--- src/rtl/pwm_pulse_decoder.sv ---
// RC-style PWM receiver: measures pulse high time in microseconds and maps it to a
// 5-bit speed code, with glitch/over-length rejection and loss-of-signal fallback.
module pwm_pulse_decoder #(
  parameter int unsigned TICK_DIV     = 50,
  parameter int unsigned MIN_US       = 1000,
  parameter int unsigned MAX_US       = 2000,
  parameter int unsigned GLITCH_US    = 800,
  parameter int unsigned OVER_US      = 2200,
  parameter int unsigned TIMEOUT_US   = 25000,
  parameter int unsigned NEUTRAL_CODE = 15
) (
  input  logic        clk,
  input  logic        rst,
  input  logic        pwm_in,
  output logic [4:0]  speed_code,
  output logic        code_valid,
  output logic [15:0] pulse_width_us,
  output logic        signal_lost,
  output logic        pulse_err
);

  localparam int PW = (TICK_DIV > 1) ? $clog2(TICK_DIV) : 1;
  localparam int TW = $clog2(TIMEOUT_US + 1);

  typedef enum logic [1:0] {WAIT_LOW, ARMED, HIGH} state_t;

  state_t          state, state_nxt;
  logic            s1, s2, prev;
  logic            rise, fall, tick;
  logic [PW-1:0]   presc;
  logic [15:0]     width, w_now, diff, step;
  logic [TW-1:0]   los_cnt;
  logic            timeout, accept, err;
  logic [4:0]      code;

  // Synchroniser resets high so a pulse already in progress at reset release is
  // treated as "not yet low" and never produces a spurious rising edge.
  always_ff @(posedge clk or posedge rst) begin
    if (rst) begin
      s1   <= 1'b1;
      s2   <= 1'b1;
      prev <= 1'b1;
    end else begin
      s1   <= pwm_in;
      s2   <= s1;
      prev <= s2;
    end
  end

  assign rise = s2 & ~prev;
  assign fall = ~s2 & prev;
  assign tick = (presc == PW'(TICK_DIV - 1));

  always_ff @(posedge clk or posedge rst) begin
    if (rst)               presc <= '0;
    else if (rise || tick) presc <= '0;
    else                   presc <= presc + 1'b1;
  end

  // Width including this cycle's tick, so a pulse of N*TICK_DIV cycles reads N us.
  assign w_now = (tick && width != 16'hFFFF) ? width + 16'd1 : width;

  always_ff @(posedge clk or posedge rst) begin
    if (rst)                width <= '0;
    else if (rise)          width <= '0;
    else if (state == HIGH) width <= w_now;
  end

  always_ff @(posedge clk or posedge rst) begin
    if (rst)                                   los_cnt <= '0;
    else if (rise)                             los_cnt <= '0;
    else if (tick && los_cnt != TW'(TIMEOUT_US)) los_cnt <= los_cnt + 1'b1;
  end

  assign timeout = (los_cnt == TW'(TIMEOUT_US));

  always_comb begin
    diff = w_now - 16'(MIN_US);
    step = diff >> 5;
    if (w_now < 16'(MIN_US)) code = 5'd0;
    else if (step > 16'd31)  code = 5'd31;
    else                     code = step[4:0];
  end

  always_ff @(posedge clk or posedge rst) begin
    if (rst) state <= WAIT_LOW;
    else     state <= state_nxt;
  end

  always_comb begin
    state_nxt = state;
    accept    = 1'b0;
    err       = 1'b0;
    case (state)
      WAIT_LOW: if (!s2) state_nxt = ARMED;
      ARMED:    if (rise) state_nxt = HIGH;
      HIGH: begin
        if (w_now > 16'(OVER_US)) begin
          err       = 1'b1;
          state_nxt = WAIT_LOW;
        end else if (fall) begin
          state_nxt = ARMED;
          if (w_now < 16'(GLITCH_US)) err = 1'b1;
          else                        accept = 1'b1;
        end
      end
      default: state_nxt = WAIT_LOW;
    endcase
  end

  // An accepted pulse takes priority over a timeout landing in the same cycle.
  always_ff @(posedge clk or posedge rst) begin
    if (rst) begin
      speed_code     <= 5'(NEUTRAL_CODE);
      code_valid     <= 1'b0;
      pulse_width_us <= '0;
      signal_lost    <= 1'b1;
      pulse_err      <= 1'b0;
    end else begin
      code_valid <= accept;
      pulse_err  <= err;
      if (accept) begin
        speed_code     <= code;
        pulse_width_us <= w_now;
        signal_lost    <= 1'b0;
      end else if (timeout) begin
        speed_code  <= 5'(NEUTRAL_CODE);
        signal_lost <= 1'b1;
      end
    end
  end

endmodule

--- config.mk ---
export PLATFORM = sky130hd
export DESIGN_NAME = pwm_pulse_decoder
export DESIGN_NICKNAME = d
export VERILOG_FILES = /design/src/rtl/pwm_pulse_decoder.sv
export SDC_FILE = /design/constraint.sdc
export NUM_CORES = 1
export LEC_CHECK = 0
export CAP_MARGIN = 20
export CORE_ASPECT_RATIO = 0.9
export CORE_MARGIN = 1
export CORE_UTILIZATION = 55
export CTS_CLUSTER_SIZE = 24
export DETAILED_ROUTE_END_ITERATION = 8
export GPL_ROUTABILITY_DRIVEN = 1
export MAX_ROUTING_LAYER = met4
export PLACE_DENSITY_LB_ADDON = 0.1
export SYNTH_ARGS = -nofsm -noshare
export SYNTH_HDL_FRONTEND = slang
export SYNTH_SLANG_ARGS = --single-unit
--- constraint.sdc ---
create_clock -name clk -period 3 [get_ports clk]
set_input_delay 0.9 -clock clk [delete_from_list [all_inputs] [get_ports clk]]
set_output_delay 0.9 -clock clk [all_outputs]
set_load 0.01 [all_outputs]
==> results.toml <==
[worst_setup_path]
path_cells = "inv_1 -> ha_1 -> nand4b_1 -> nor4_4 -> buf_4 -> nor2_1 -> mux2_2 -> a311o_2 -> nand4_4 -> nor2_8 -> buf_4 -> mux2_4"
path_class = "reg -> reg"
worst_path_most_repeated_cell = "buf_4"
cp-end-kind = "flip-flop"
critical_path_required_ns = 3.23
cpMaxStageDelayCell = "a311o_2"
path_max_fanout = 3
worstPathArrival_ns = 3.13
slowest_delay_ns = 0.44
cp-start-kind = "flip-flop"

[yosys]
synth_top_family_by_area = "simple AND/OR/NAND/NOR gates"
synth_compound_area_share_pct = 10.82
yosys_register_bits = 66
yosys.area_share.adder_pct = 1.601
synth.mux.area_fraction_pct = 7.074
synth.area.top_cells = "dfrtp_1 (37%), dfstp_2 (5.4%), nor2_1 (4.4%)"
synthXorXnorAreaFrac_pct = 7.170
ys_types = 71
synth_top_area_share_pct = 37.13
synthCells = 389
synthTopCellsByCount = "dfrtp_1 (58), nor2_1 (46), nand2_1 (23)"
ys_seq_area_share_pct = 42.51
synthSimpleGateAreaFrac_pct = 26.63
synth_edf_count = 0
post-synth-top-count-cell = "dfrtp_1"
async_flop_share_pct = 100.0
syn-num-nets = 397
syn-mean-instance-area_um2 = 10.05
synthFlopType = "dfrtp_1"
ys_warn_count = 0
yosysTopAreaCell = "dfrtp_1"
syn_area_um2 = 3909

[place]
placed_area_um2 = 4422
routabilityCongestion = 0.9654
placed_cells = 515
port_buffers = 26
place_hpwl_mm = 6.083

[finish]
nNetsFinal = 448
antennaDiodeCount = 0
syn_to_final_growth_pct = 20.81
stdcell_count = 534
finalInstanceArea_um2 = 4722
n_fill_cell = 544
drive_gt1_share_pct = 23.42

[clock_network]
cts_tree = "built"
htreeDepth = 3
ctsLongestPathBuffers = 2
cts.sinks = 66
insertion_delay_ns = 0.35
cts_root_buf = "clkbuf_8"
cts_hold_buffers = 0
clkTransAtPathRegs_ns = 0.07
numCtsBuffers = 9

[sta]
fin_crit_ns = 2.901
setup_tns_ns = 0
setup_violations = 0
finalCritPeriodShare_pct = 96.69
max_freq_mhz = 344.7
hold_viol_final = 0
rsz0062_at_grt = "no"
relSlewSlack_pct = 54.99
skew_ns = 0.008414
final-max-slew-violation-count = 0
tightestPinTransition_ns = 0.6689
holdWs_ns = 0.3557

[floorplanning]
core_um2 = 6726
die_area_um2 = 7448
ios = 27
start_util_pct = 58.11
die_height_um = 81.98
rows = 28
fp.dieW_um = 90.86

[global_route]
grt_max_degree = 42
grt_pass1_wl_mm = 13.97
grtUsageTotal_pct = 24.67
overflow = 0
antenna_found_initial = 0
grt_pass1_vias = 2886

[route]
drt-initial-drc-count = 250
num_vias = 3042
wl_per_cell_um = 15.78
viasPerCell = 5.697
wl_met1_mm = 3.890
wl_met3_um = 381
dr_wl_met2_mm = 4.071
routed.top_layer = "met4"
ant_nets = 0
drc = 0
routed_wl_mm = 8.429
drtPass1Iterations = 4

[hold_path]
min_path_type = "reg -> reg"

[power]
leakage_nw = 2.027
p_per_area_nw_per_um2 = 403.3
irDropWorstVdd_v = 0.0002588

[job]
cap_viol_max_count = 0

[status]
status = "completed"
-- layout by cell type (no fill, tap or decap), types with 3 or more instances in the layout --
master,Yosys,final
a21oi_1,15,15
a2bb2oi_1,5,5
and2_1,5,5
and3_1,8,8
buf_4,2,32
clkbuf_8,0,11
clkdlybuf4s50_1,0,26
dfrtp_1,58,58
dfstp_2,8,8
ha_1,5,5
inv_1,17,16
mux2_2,6,6
mux2_4,9,9
mux2i_1,6,6
nand2_1,23,23
nand3_1,13,13
nand4_1,12,12
nor2_1,46,46
nor2b_1,9,8
nor3_1,6,6
nor4_1,11,9
o21ai_0,7,7
o31a_1,4,4
o31ai_1,4,3
or2_2,4,4
or3_1,5,5
xnor2_1,16,16
xor2_1,16,15
-- worst max-delay path, delay by kind of cell (launching register included) --
| family | cells | cell delay [ns] |
|---|---|---|
| muxes | 2 | 0.57 |
| buffers and inverters | 3 | 0.39 |
| AOI/OAI and AO/OA | 1 | 0.44 |
| DFF | 1 | 0.39 |
| adders and majority gates | 1 | 0.14 |
| and+or+nand+nor | 5 | 0.84 |
-- registers in the layout, summed over array words and instances, names as in the netlist --
signal / cells
los_cnt: 15
s1: 1
code_valid: 1
presc: 6
pulse_err: 1
speed_code: 5
state: 2
s2: 1
signal_lost: 1
width: 16
prev: 1
pulse_width_us: 16
-- what timing repair did --
action / 4_1_cts / 5_1_grt
buffers inserted: 0 / 4
resized for setup: 0 / 6
setup endpoints to repair: 0 / 17
-- final timing paths --
path | startpoint | slack [ns] | to | cells past startpoint
worst max-delay path | presc[1] | 0.1 | pulse_width_us[9] | 12
worst min-delay path | s1 | 0.36 | s2 | 0
worst min register to register | s1 | 0.36 | s2 | 0
worst max register to register | presc[1] | 0.1 | pulse_width_us[9] | 12
min in group asynchronous | rst | 0.92 | pulse_width_us[13] | 2
max in group asynchronous | rst | 1.43 | s2 | 3
-- logic make-up (layout without fill, tap and decap cells) --
| logic type | after synthesis | count (layout) |
|---|---|---|
| AO/OA/AOI/OAI | 57 | 57 |
| XOR/XNOR | 32 | 32 |
| adder cells (fa/ha/maj) | 5 | 5 |
| buffers and inverters | 37 | 92 |
| flip-flops | 66 | 66 |
| multiplexers | 22 | 22 |
| AND/OR/NAND/NOR | 170 | 170 |
-- report_power, final --
group | switching (mW) | total [mW] | internal (mW)
Clock | 0.321 | 0.830 | 0.510
Sequential | 0.0327 | 0.950 | 0.917
Combinational | 0.0780 | 0.124 | 0.0460
-- routing by layer --
layer  GRT usage, %  vias to the layer above
li1               -                     1486
met1          31.70                     1470
met2          40.30                       76
met3          4.444                       10
met4          7.619                        0
met5              -                        -
-- metrics by stage --
stage                     power (mW)  util (%)  setup WS (ns)
after detailed placement       1.090     65.74        0.03518
after CTS                      1.921     68.99        0.02757
after global routing           1.967     70.20       0.005688
final                          1.904     70.20        0.09926
after floorplan                1.047         -         0.1884
after global placement         1.085     65.74         0.1174
-- layout make-up --
type                    count  area [µm²]  share of cell area, %
multi-input cells         286        2125                  44.99
repair buffers             60       540.5                  11.45
well taps                  90       112.6                  2.385
inverters                  17       63.81                  1.351
clock inverters             2       60.06                  1.272
flip-flops and latches     66        1662                  35.19
clock buffers              13       158.9                  3.365
Power figures use the tool's default switching activity.
